===== config.mk =====
export PLATFORM = sky130hd
export DESIGN_NAME = sap_controller
export DESIGN_NICKNAME = d
export VERILOG_FILES = /design/src/rtl/sap_controller.sv
export SDC_FILE = /design/constraint.sdc
export NUM_CORES = 1
export LEC_CHECK = 0
export BUFFER_PORTS_ARGS = -buffer_cell sky130_fd_sc_hd__buf_2
export CAP_MARGIN = 20
export CORE_UTILIZATION = 46
export DETAILED_ROUTE_END_ITERATION = 10
export HOLD_SLACK_MARGIN = 0.08
export PLACE_DENSITY_LB_ADDON = 0.3
export SYNTH_ARGS = -nofsm -noshare
export SYNTH_HDL_FRONTEND = slang
export SYNTH_SLANG_ARGS = --single-unit

===== constraint.sdc =====
create_clock -name clock -period 2.5 [get_ports clock]
set_input_delay 0.25 -clock clock [delete_from_list [all_inputs] [get_ports clock]]
set_output_delay 0.25 -clock clock [all_outputs]
set_load 0.005 [all_outputs]

===== src/rtl/sap_controller.sv =====
// sap_controller: T-state sequencer and control-word decoder for the 4-bit SAP datapath.
// One-hot ring T1..T6 plus HALT; one control word per clock, gated off while reset or run is low.
module sap_controller #(
  parameter logic [3:0] OPC_LDA = 4'h0,
  parameter logic [3:0] OPC_ADD = 4'h1,
  parameter logic [3:0] OPC_SUB = 4'h2,
  parameter logic [3:0] OPC_JMP = 4'h3,
  parameter logic [3:0] OPC_JZ  = 4'h4,
  parameter logic [3:0] OPC_JC  = 4'h5,
  parameter logic [3:0] OPC_OUT = 4'hE,
  parameter logic [3:0] OPC_HLT = 4'hF
) (
  input  logic       clock,
  input  logic       reset,
  input  logic       run,
  input  logic [3:0] opcode,
  input  logic       flag_z,
  input  logic       flag_c,
  output logic       pc_inc,
  output logic       pc_out,
  output logic       jump,
  output logic       mar_in,
  output logic       ram_out,
  output logic       ir_in,
  output logic       ir_out,
  output logic       a_in,
  output logic       a_out,
  output logic       b_in,
  output logic       alu_out,
  output logic       alu_sub,
  output logic       flags_in,
  output logic       out_in,
  output logic       halted,
  output logic [5:0] t_state
);

  typedef enum logic [6:0] {
    ST_T1   = 7'b000_0001,
    ST_T2   = 7'b000_0010,
    ST_T3   = 7'b000_0100,
    ST_T4   = 7'b000_1000,
    ST_T5   = 7'b001_0000,
    ST_T6   = 7'b010_0000,
    ST_HALT = 7'b100_0000
  } state_t;

  typedef struct packed {
    logic pc_inc;
    logic pc_out;
    logic jump;
    logic mar_in;
    logic ram_out;
    logic ir_in;
    logic ir_out;
    logic a_in;
    logic a_out;
    logic b_in;
    logic alu_out;
    logic alu_sub;
    logic flags_in;
    logic out_in;
  } ctrl_t;

  state_t     state;
  state_t     state_next;
  state_t     step;
  logic       legal;
  ctrl_t      raw;
  ctrl_t      ctrl;
  logic [6:0] state_bits;

  // State register: reset forces T1 from any state, otherwise take the decoded next state.
  always_ff @(posedge clock) begin
    if (!reset) begin
      state <= ST_T1;
    end else begin
      state <= state_next;
    end
  end

  // Next-state and control-word decode; controls are zeroed unless reset is released and run is high.
  always_comb begin
    raw        = '0;
    step       = ST_T1;
    legal      = 1'b1;
    state_next = ST_T1;
    ctrl       = '0;
    case (state)
      ST_T1: begin
        raw.pc_out = 1'b1;
        raw.mar_in = 1'b1;
        step       = ST_T2;
      end
      ST_T2: begin
        raw.pc_inc = 1'b1;
        step       = ST_T3;
      end
      ST_T3: begin
        raw.ram_out = 1'b1;
        raw.ir_in   = 1'b1;
        step        = ST_T4;
      end
      ST_T4: begin
        case (opcode)
          OPC_LDA, OPC_ADD, OPC_SUB: begin
            raw.ir_out = 1'b1;
            raw.mar_in = 1'b1;
            step       = ST_T5;
          end
          OPC_OUT: begin
            raw.a_out  = 1'b1;
            raw.out_in = 1'b1;
            step       = ST_T1;
          end
          OPC_JMP: begin
            raw.ir_out = 1'b1;
            raw.jump   = 1'b1;
            step       = ST_T1;
          end
          OPC_JZ: begin
            raw.ir_out = flag_z;
            raw.jump   = flag_z;
            step       = ST_T1;
          end
          OPC_JC: begin
            raw.ir_out = flag_c;
            raw.jump   = flag_c;
            step       = ST_T1;
          end
          OPC_HLT: begin
            step = ST_HALT;
          end
          default: begin
            step = ST_T1;
          end
        endcase
      end
      ST_T5: begin
        case (opcode)
          OPC_LDA: begin
            raw.ram_out = 1'b1;
            raw.a_in    = 1'b1;
            step        = ST_T1;
          end
          OPC_ADD, OPC_SUB: begin
            raw.ram_out = 1'b1;
            raw.b_in    = 1'b1;
            step        = ST_T6;
          end
          default: begin
            // Opcode changed under a memory execute: abandon quietly.
            step = ST_T1;
          end
        endcase
      end
      ST_T6: begin
        raw.alu_out  = 1'b1;
        raw.a_in     = 1'b1;
        raw.flags_in = 1'b1;
        raw.alu_sub  = (opcode == OPC_SUB);
        step         = ST_T1;
      end
      ST_HALT: begin
        step = ST_HALT;
      end
      default: begin
        // Corrupted encoding: recover to T1 even when run is low.
        legal = 1'b0;
        step  = ST_T1;
      end
    endcase
    state_next = (run || !legal) ? step : state;
    ctrl       = (reset && run) ? raw : ctrl_t'(14'h0000);
  end

  assign state_bits = state;
  assign t_state    = state_bits[5:0];
  assign halted     = state_bits[6];

  assign pc_inc   = ctrl.pc_inc;
  assign pc_out   = ctrl.pc_out;
  assign jump     = ctrl.jump;
  assign mar_in   = ctrl.mar_in;
  assign ram_out  = ctrl.ram_out;
  assign ir_in    = ctrl.ir_in;
  assign ir_out   = ctrl.ir_out;
  assign a_in     = ctrl.a_in;
  assign a_out    = ctrl.a_out;
  assign b_in     = ctrl.b_in;
  assign alu_out  = ctrl.alu_out;
  assign alu_sub  = ctrl.alu_sub;
  assign flags_in = ctrl.flags_in;
  assign out_in   = ctrl.out_in;

endmodule


==> run summary, run 1 <==
STA
-------------------------------------------------------------------------------------
Slew at the pin closest to its max-slew limit                                0.564 ns
Number of max-slew violations in the final report                                   0
Final count of negative-setup-slack endpoints                                       0
Final TNS setup                                                                  0 ns
Number of hold violations in the final report                                       0
Relative slew margins                                                           0.619
Maximum clock rate                                                            421 MHz
Final worst path period share                                                   0.950
Unrepaired setup endpoints after global routing                                 false
Post-layout minimum cycle time                                                2.38 ns
Final clock skew                                                           0.00908 ns

GLOBAL ROUTING
-------------------------------------------------------------------------------------
Total routing resource utilization after global routing                         0.262
Sum of overflow across all layers after global routing                              0
Global-route wire length before repair                                        2860 um
Vias in the first global route                                                    666
Maximum number of pins on one net before global-route repair                       13
Number of antenna violations at the first check in global routing                   0

LAYOUT
-------------------------------------------------------------------------------------
Area growth, synth to finish                                                    25.7%
Number of flip-flops under the largest register name                                7
Final instance area                                                          882 um^2
Layout Nets                                                                       132
Register with the most flip-flops                                               state
Layout Utilization                                                              0.646
Layout cells sized above 1                                                      0.344
Biggest regs                                                                state (7)
Filler cell count in the final layout                                             136
Final standard cell count with taps included and fillers excluded                 137
Number of inserted diodes                                                           0

WORST SETUP PATH
-------------------------------------------------------------------------------------
Cell type group with the largest total delay on the critical path        simple AND/OR/NAND/NOR gates
Critical path endpoint category                                          primary output
Slowest cell on the critical path                                               or4_4
R2R depth                                                                           5
Chain of cells forming the critical path                                 or4_4, or4b_4, nor2_1, buf_2
Arrival time at the worst endpoint                                            2.13 ns
Total stage count of the critical path                                              4
Biggest fanout along the worst timing path                                          9
Count of buffering cells on the critical path with inverters included               1
Largest incremental delay on the critical path                                0.62 ns
Data required time of the worst path                                          2.25 ns
Startpoint type of the worst setup path                                      register
Crit path kind                                                           register to primary output

SYNTHESIS
-------------------------------------------------------------------------------------
Library cell with the largest summed area after synthesis                     dfxtp_1
EDFF count, synth                                                                   0
Main area contributors after synthesis                                   dfxtp_1 (20%), nand2_1 (6.4%), nor4b_1 (6.2%)
Mean post-synth cell area                                                   7.31 um^2
Yosys Warn Count                                                                    0
Distinct cells, synth                                                              35
Post-synthesis instance total                                                      96
Post-synthesis instance area                                                 702 um^2
Sequential area share after synthesis                                           0.200
Area share of the largest cell type after synthesis                             0.200
Number of storage elements in the synthesis netlist                                 7
Share of async-settable or async-resettable flops after synthesis                   0
Net Count, Synth                                                                  105
Dominant synthesized flop cell                                                dfxtp_1

PLACED DESIGN
-------------------------------------------------------------------------------------
Area post-placement                                                          846 um^2
Count of buffers inserted at the top-level ports                                   29
Final GP Congestion                                                             0.823
Total instance count after detailed placement                                     133
Post-DP HPWL                                                                  1380 um

FLOORPLAN
-------------------------------------------------------------------------------------
Die area                                                                    1690 um^2
Horizontal extent of the die                                                  41.1 um
Placeable Area                                                              1370 um^2
Initial core utilization                                                        0.514
Num ports                                                                          30
Vertical die dimension                                                        41.1 um
Num rows                                                                           13

CLOCK TREE
-------------------------------------------------------------------------------------
Clock insertion delay at the later pin of the skew report                     0.26 ns
Clock-pin transition on the worst setup and hold timing paths                 0.06 ns
Bufs on Longest Clock Path                                                          2
CTS tree                                                                        built
Cts-stage hold buffer count                                                         0
Root Buffer                                                                  clkbuf_4
# clock sinks                                                                       7
H-Tree Level Count                                                                  1
TritonCTS Buffers                                                                   3
Post-CTS setup buffer count                                                         0

MIN PATH
-------------------------------------------------------------------------------------
WHS Path Cells                                                                      3
Hold Crit Class                                                          input port to register

ROUTING
-------------------------------------------------------------------------------------
DRC violations left                                                                 0
Vias per Instance                                                                6.18
Count of routing violations after the opening detailed-route iteration             39
Average wire per cell in the routed design                                    14.2 um
Detailed-router iteration count before antenna repair                               4
Via Count                                                                         846
Post-DRT Antenna Nets                                                               0
Wirelength, routed                                                            1940 um

PWR
-------------------------------------------------------------------------------------
Leak                                                                         0.377 nW
Total power divided by cell area                                          381 nW/um^2
Max VDD drop                                                                   295 uV

FLOW RUN
-------------------------------------------------------------------------------------
Max capacitance violation total                                                     0

OUTCOME
-------------------------------------------------------------------------------------
Result of the run                                                           completed

[cells in the final DEF, fill, tap and decap left out, types with 3 or more instances in the layout]
master / netlist / routed
nor2_1: 9 / 9
nor4b_1: 5 / 4
buf_4: 2 / 4
clkbuf_4: 0 / 3
a21oi_1: 4 / 4
nor4_1: 3 / 3
nand2b_1: 3 / 3
mux2i_1: 4 / 4
dfxtp_1: 7 / 7
nand3_1: 6 / 6
nand2_1: 12 / 12
o21ai_0: 4 / 4
buf_2: 1 / 29
[per-layer routing]
layer  vias up  wire length, um  global-route usage
li1        415                -                   -
met1       393              862               0.330
met2        32              912               0.418
met3         6              134              0.0815
met4         0               34              0.0833
met5         -                0                   0
[report_power, final]
group          switching [W]  internal [W]
Clock              0.0000441     0.0000610
Combinational      0.0000592     0.0000430
Sequential         0.0000118      0.000117
[worst min-delay path, delay by kind of cell]
kind / cells / cell delay, ns
simple gates: 1 / 0.07
compound gates: 1 / 0.06
buf+inv: 1 / 0.14
[what timing repair did]
action                                 in CTS  in global routing
endpoints found under the hold margin       0                  0
setup endpoints to repair                   1                  3
gates resized for setup                     1                  1
[final timing paths]
path,startpoint,endpoint,slack (ns)
max,state[2],pc_inc,0.12
max reg2reg,state[2],state[6],0.24
min,run,state[5],0.31
min reg2reg,state[3],state[3],0.56
[kinds of logic after synthesis]
family | Yosys count | synth area share
compound gates | 20 | 0.232
xor+xnor | 2 | 0.0250
buf+inv | 13 | 0.0820
flops | 7 | 0.200
mux | 4 | 0.0570
simple gates | 50 | 0.405
[layout make-up]
class                   instances  area [um^2]  share of cell area
multi-input cells              76          514               0.583
repair buffers                 33          175               0.199
flip-flops and latches          7          140               0.159
clock buffers                   4         26.3              0.0298
well taps                      15         18.8              0.0213
inverters                       2         7.51             0.00851
[metrics by stage]
stage	hold slack, ns	worst slack, ns	power [W]
6_report	0.307	0.124	0.000336
5_1_grt	0.313	0.0401	0.000358
4_1_cts	0.302	0.0121	0.000335
3_5_place_dp	0.542	0.215	0.000228
3_3_place_gp	0.516	0.253	0.000225
2_1_floorplan	0.399	0.357	0.000197
[synth_stat cells (2+ instances only)]
library cell,instances
a21oi_1,4
and2_1,2
buf_4,2
clkbuf_1,8
dfxtp_1,7
inv_1,2
mux2i_1,4
nand2_1,12
nand2b_1,3
nand3_1,6
nand4_1,2
nand4b_1,2
nor2_1,9
nor3_1,2
nor4_1,3
nor4b_1,5
o21ai_0,4
o31ai_1,2
(Power assumes the default switching activity.)
==> run 2: changes to the inputs <==
--- a/config.mk
+++ b/config.mk
@@ -11,6 +11,7 @@
 export DETAILED_ROUTE_END_ITERATION = 10
 export HOLD_SLACK_MARGIN = 0.08
 export PLACE_DENSITY_LB_ADDON = 0.3
+export RECOVER_POWER = 25
 export SYNTH_ARGS = -nofsm -noshare
 export SYNTH_HDL_FRONTEND = slang
 export SYNTH_SLANG_ARGS = --single-unit
==> run 2 against run 1 <==
  * Sequential power hardly changed
  * Sequential share of layout area is 0.14 points higher
  * Register-to-register slack hardly changed
  * Largest cell class unchanged
  * Worst setup slack better by 0.0020 ns
  * Highest routed layer unchanged
  * Critical path type unchanged
  * Final area is 0.85% lower
  * Flip-flop and latch count stayed put
==> run summary, run 2 (same netlist as run 1, synthesis figures left out) <==
MIN PATH
-------------------------------------------------------------------------------------
HP Start                                                                          run
WHS Path Cells                                                                      3   unchanged
Hold Crit Class                                                          input port to register
End point of the worst hold path                                             state[5]

PWR
-------------------------------------------------------------------------------------
Max VDD drop                                                                   294 uV   -0.40%
Leak                                                                         0.360 nW   -4.5%
Design Power                                                               0.000335 W   -0.21%
Total power divided by cell area                                          383 nW/um^2   +0.65%

ROUTING
-------------------------------------------------------------------------------------
Count of routing violations after the opening detailed-route iteration             36   -7.7%
Wirelength, routed                                                            1940 um   -0.41%
DRC violations left                                                                 0   unchanged
Post-DRT Antenna Nets                                                               0   unchanged
Via Count                                                                         840   -0.71%
Average wire per cell in the routed design                                    14.1 um   -0.41%
Vias per Instance                                                                6.13   -0.71%
Detailed-router iteration count before antenna repair                               4   unchanged

WORST SETUP PATH
-------------------------------------------------------------------------------------
Worst R2R Setup Slack                                                         0.24 ns   about the same
Data required time of the worst path                                          2.25 ns   about the same
Arrival time at the worst endpoint                                            2.12 ns   about the same
Critical path endpoint category                                          primary output
Crit path kind                                                           register to primary output
R2R depth                                                                           5   unchanged
Startpoint of the worst register-to-register path                            state[2]
Biggest fanout along the worst timing path                                          9   unchanged
Endpoint of the most critical register-to-register path                      state[6]
Startpoint type of the worst setup path                                      register

FLOORPLAN
-------------------------------------------------------------------------------------
Num ports                                                                          30   unchanged
Die area                                                                    1690 um^2   unchanged
Horizontal extent of the die                                                  41.1 um   unchanged
Vertical die dimension                                                        41.1 um   unchanged
Num rows                                                                           13   unchanged
Initial core utilization                                                        0.514   unchanged
Placeable Area                                                              1370 um^2   unchanged

LAYOUT
-------------------------------------------------------------------------------------
Number of flip-flops under the largest register name                                7   unchanged
Most common library cell in the layout ignoring fill and taps                   buf_2
Layout Nets                                                                       132   unchanged
Layout cells sized above 1                                                      0.311   -0.0328
Area growth, synth to finish                                                    24.6%
Biggest regs                                                                state (7)
Number of inserted diodes                                                           0   unchanged
Register with the most flip-flops                                               state
Most frequent cells in the layout                                        buf_2 (26), nand2_1 (12), nor2_1 (9), dfxtp_1 (7), nand3_1 (6)
Layout Utilization                                                              0.640   -0.00549

GLOBAL ROUTING
-------------------------------------------------------------------------------------
Vias in the first global route                                                    666   unchanged
Number of antenna violations at the first check in global routing                   0   unchanged
Maximum number of pins on one net before global-route repair                       13   unchanged
Total routing resource utilization after global routing                         0.262   unchanged
Global-route wire length before repair                                        2860 um   unchanged
Sum of overflow across all layers after global routing                              0   unchanged

FLOW RUN
-------------------------------------------------------------------------------------
Max capacitance violation total                                                     0   unchanged

CLOCK TREE
-------------------------------------------------------------------------------------
Bufs on Longest Clock Path                                                          2   unchanged
H-Tree Level Count                                                                  1   unchanged
CTS tree                                                                        built
Post-CTS setup buffer count                                                         0   unchanged
# clock sinks                                                                       7   unchanged
TritonCTS Buffers                                                                   3   unchanged
Clock insertion delay at the later pin of the skew report                     0.26 ns   about the same
Clock-pin transition on the worst setup and hold timing paths                 0.06 ns   about the same
Root Buffer                                                                  clkbuf_4
Cts-stage hold buffer count                                                         0   unchanged

STA
-------------------------------------------------------------------------------------
Unrepaired setup endpoints after global routing                                 false
Number of hold violations in the final report                                       0   unchanged
Post-layout minimum cycle time                                                2.37 ns   -0.00203 ns
Relative slew margins                                                           0.613   -0.00614
Final clock skew                                                           0.00914 ns   +0.0000559 ns
Slew at the pin closest to its max-slew limit                                0.573 ns   +0.00909 ns
Final count of negative-setup-slack endpoints                                       0   unchanged
Maximum clock rate                                                            421 MHz   about the same
Final hold slack                                                             0.310 ns   +0.00291 ns
Final worst path period share                                                   0.950   about the same
Final TNS setup                                                                  0 ns   unchanged
Number of max-slew violations in the final report                                   0   unchanged

OUTCOME
-------------------------------------------------------------------------------------
Result of the run                                                           completed

PLACED DESIGN
-------------------------------------------------------------------------------------
Post-DP HPWL                                                                  1380 um   unchanged
Final GP Congestion                                                             0.823   unchanged
Count of buffers inserted at the top-level ports                                   29   unchanged

[run 2: how the worst max path moves through the flow]
stage          startpoint  endpoint  slack, ns  cells past startpoint
2_1_floorplan    state[6]  state[6]       0.36                      7
4_1_cts          state[2]    pc_inc       0.01                      4
5_1_grt          state[2]    pc_inc       0.04                      4
3_5_place_dp     state[2]  state[6]       0.21                      5
6_report         state[2]    pc_inc       0.13                      4
3_3_place_gp     state[2]  state[6]       0.25                      5
[run 2: per-layer routing]
layer,GRT usage,up-vias,share of wire
li1,-,416,-
met1,0.330,390,0.46
met2,0.418,30,0.47
met3,0.0815,4,0.063
met4,0.0833,0,0.011
met5,0,-,0
[run 2: power breakdown]
group	internal [W]	switching, W	leakage [nW]
combinational	0.0000424	0.0000593	0.288
sequential	0.000117	0.0000119	0.0569
clock	0.0000610	0.0000437	0.0150
total	0.000220	0.000115	0.360
[run 2: through the flow]
step	cell area [um^2]	setup WS (ns)	std cells
floorplan	702	0.357	96
global placement	846	0.253	133
detailed placement	846	0.215	133
CTS	878	0.0121	137
global route	875	0.0401	137
finish	875	0.126	137
[run 2: layout make-up]
| class | instances | area, um^2 |
|---|---|---|
| Tap cell | 15 | 18.8 |
| Timing Repair Buffer | 33 | 168 |
| Clock buffer | 4 | 26.3 |
| Multi-Input combinational cell | 76 | 514 |
| Sequential cell | 7 | 140 |
| Inverter | 2 | 7.51 |
| Fill cell | 137 | 492 |
[run 2: worst max-delay path, stage by stage (launching register included)]
cell and delay [ns]:
dfxtp_1 0.36, or4_4 0.62, or4b_4 0.55, nor2_1 0.18
buf_2 0.15
[run 2: what timing repair did]
action / in CTS / in global routing
setup endpoints to repair: 1 / 3
resized for setup: 1 / 1
endpoints found under the hold margin: 0 / 0
==> run 3: changes to the inputs <==
--- a/config.mk
+++ b/config.mk
@@ -12,6 +12,7 @@
 export HOLD_SLACK_MARGIN = 0.08
 export PLACE_DENSITY_LB_ADDON = 0.3
 export RECOVER_POWER = 25
+export SKIP_LAST_GASP = 1
 export SYNTH_ARGS = -nofsm -noshare
 export SYNTH_HDL_FRONTEND = slang
 export SYNTH_SLANG_ARGS = --single-unit
==> constraint.sdc (replaced) <==
create_clock -name clock -period 2.65 [get_ports clock]
set_input_delay 0.265 -clock clock [delete_from_list [all_inputs] [get_ports clock]]
set_output_delay 0.265 -clock clock [all_outputs]
set_load 0.005 [all_outputs]
==> run 3 against run 2 <==
  * Hold slack improved by 0.014 ns
  * Sequential power down 6%
  * Sequential share of layout area rose by 0.28 points
  * Critical endpoint unchanged
  * Flip-flop and latch count unchanged
  * Combinational power shrank 9%
  * Via count is 1.5% lower
  * First-iteration DRC count is 22% lower
  * Final cell count decreased by 0.73%
==> run summary, run 3 (same netlist as run 1, synthesis figures left out) <==
OUTCOME
-------------------------------------------------------------------------------------
Result of the run                                                           completed

WORST SETUP PATH
-------------------------------------------------------------------------------------
Worst setup path startpoint                                                  state[2]
Slowest cell on the critical path                                               or4_1
Biggest fanout along the worst timing path                                          9   unchanged
Startpoint of the worst register-to-register path                            state[2]
Chain of cells forming the critical path                                 or4_1, or4b_4, nor2_1, buf_2
Data required time of the worst path                                          2.38 ns   +0.13 ns
Startpoint type of the worst setup path                                      register
Arrival time at the worst endpoint                                            2.24 ns   +0.12 ns
Largest incremental delay on the critical path                                0.70 ns   +0.08 ns
Critical path endpoint category                                          primary output
Crit path kind                                                           register to primary output

ROUTING
-------------------------------------------------------------------------------------
Vias per Instance                                                                6.08   -0.82%
Detailed-router iteration count before antenna repair                               4   unchanged
Post-DRT Antenna Nets                                                               0   unchanged
Wirelength, routed                                                            1850 um   -4.3%
Average wire per cell in the routed design                                    13.6 um   -3.6%
DRC violations left                                                                 0   unchanged
Count of routing violations after the opening detailed-route iteration             28   -22%
Via Count                                                                         827   -1.5%

LAYOUT
-------------------------------------------------------------------------------------
Most common library cell in the layout ignoring fill and taps                   buf_2
Number of flip-flops under the largest register name                                7   unchanged
Layout cells sized above 1                                                      0.289   -0.0222
Register with the most flip-flops                                               state
Layout Utilization                                                              0.629   -0.0110
Layout Nets                                                                       131   -0.76%
Number of inserted diodes                                                           0   unchanged
Filler cell count in the final layout                                             132   -3.6%
Biggest regs                                                                state (7)
Area growth, synth to finish                                                    22.5%
Area of the multi-input gates                                                504 um^2   -1.9%
Final standard cell count with taps included and fillers excluded                 136   -0.73%
Storage element area                                                         140 um^2   unchanged
Most frequent cells in the layout                                        buf_2 (25), nand2_1 (12), nor2_1 (9), dfxtp_1 (7), nand3_1 (6)

FLOORPLAN
-------------------------------------------------------------------------------------
Horizontal extent of the die                                                  41.1 um   unchanged
Initial core utilization                                                        0.514   unchanged
Num rows                                                                           13   unchanged
Vertical die dimension                                                        41.1 um   unchanged
Num ports                                                                          30   unchanged
Placeable Area                                                              1370 um^2   unchanged
Die area                                                                    1690 um^2   unchanged

STA
-------------------------------------------------------------------------------------
Slew at the pin closest to its max-slew limit                                0.548 ns   -0.0245 ns
Relative slew margins                                                           0.629   +0.0160
Number of max-slew violations in the final report                                   0   unchanged
Number of hold violations in the final report                                       0   unchanged
Post-layout minimum cycle time                                                2.51 ns
Worst Slack Setup Final                                                      0.143 ns   +0.0166 ns
Final clock skew                                                           0.00117 ns   -0.00797 ns
Final count of negative-setup-slack endpoints                                       0   unchanged
Final TNS setup                                                                  0 ns   unchanged
Final worst path period share                                                   0.946
Maximum clock rate                                                            399 MHz
Unrepaired setup endpoints after global routing                                 false

CLOCK TREE
-------------------------------------------------------------------------------------
# clock sinks                                                                       7   unchanged
TritonCTS Buffers                                                                   3   unchanged
Bufs on Longest Clock Path                                                          2   unchanged
H-Tree Level Count                                                                  1   unchanged
Cts-stage hold buffer count                                                         0   unchanged
Root Buffer                                                                  clkbuf_4
Clock insertion delay at the later pin of the skew report                     0.26 ns   about the same
Post-CTS setup buffer count                                                         0   unchanged
Clock-pin transition on the worst setup and hold timing paths                 0.05 ns   about the same
CTS tree                                                                        built
Number of gates given a new drive strength after cts                                0   -1

FLOW RUN
-------------------------------------------------------------------------------------
Max capacitance violation total                                                     0   unchanged

MIN PATH
-------------------------------------------------------------------------------------
Hold Crit Class                                                          input port to register
HP Start                                                                          run

PWR
-------------------------------------------------------------------------------------
Leak                                                                         0.353 nW   -2.0%
Part of the total power dissipated in sequential elements                       0.381   -0.003
Max VDD drop                                                                   193 uV   -34%
Combinational share of power                                                    0.294   -0.009
Power dissipated by switching net loads                                    0.000110 W   -4.5%
Clk pwr share                                                                   0.325   +0.013
Switching Fraction                                                              0.348   +0.00450
Internal power component                                                   0.000206 W   -6.4%
Total power divided by cell area                                          368 nW/um^2   -4.1%
Design Power                                                               0.000316 W   -5.7%

PLACED DESIGN
-------------------------------------------------------------------------------------
Post-placement setup slack                                                   0.333 ns   +0.118 ns
Count of buffers inserted at the top-level ports                                   29   unchanged
Post-DP HPWL                                                                  1400 um   +1.2%
Total instance count after detailed placement                                     132   -0.75%
Final GP Congestion                                                             0.792   -3.7%

GLOBAL ROUTING
-------------------------------------------------------------------------------------
Vias in the first global route                                                    616   -7.5%
Global-route wire length before repair                                        2640 um   -8.0%
Number of antenna violations at the first check in global routing                   0   unchanged
Total routing resource utilization after global routing                         0.251   -0.0115
Maximum number of pins on one net before global-route repair                       13   unchanged
Sum of overflow across all layers after global routing                              0   unchanged

run 3: changes by cell type in the layout (fill, tap and decap cells not counted):
cell,change
buf_2,-1
nor4b_1,+1
nor4b_2,-1
or4_1,+1
or4_4,-1
run 3: layout make-up:
| class | instances | share of cell area |
|---|---|---|
| clock buffers | 4 | 0.0306 |
| inverters | 2 | 0.00873 |
| multi-input cells | 76 | 0.587 |
| flip-flops and latches | 7 | 0.163 |
| well taps | 15 | 0.0218 |
| repair buffers | 32 | 0.189 |
run 3: per-layer routing:
metal,global-route usage,vias up,wire (um)
met5,0,-,0
met4,0.125,0,31
met3,0.0978,5,112
met2,0.363,27,860
met1,0.316,379,847
li1,-,416,-
run 3: worst paths after layout:
path              endpoint  slack [ns]  cells after the start
setup / recovery    pc_inc        0.14                      4
hold / removal    state[5]        0.32                      3
setup reg to reg  state[6]        0.32                      5
hold reg to reg   state[3]        0.55                      2
run 3: critical path: cells and delay by family, from the launching register on:
kind,cells,cell delay [ns]
flip-flops,1,0.35
AND/OR/NAND/NOR,3,1.48
buffers and inverters,1,0.15
run 3: per-stage QoR:
| stage | area [um^2] | hold WS [ns] |
|---|---|---|
| after CTS | 865 | 0.311 |
| after global routing | 860 | 0.325 |
| after floorplan | 702 | 0.414 |
| final | 860 | 0.324 |
| after global placement | 838 | 0.516 |
| after detailed placement | 838 | 0.549 |
run 3: power groups by stage:
stage	Sequential, W	Combinational (W)	Clock, W
2_1_floorplan	0.000117	0.0000686	0
3_3_place_gp	0.000122	0.0000905	0
3_5_place_dp	0.000123	0.0000925	0
4_1_cts	0.000120	0.0000926	0.000107
5_1_grt	0.000121	0.000101	0.000112
6_report	0.000121	0.0000928	0.000103
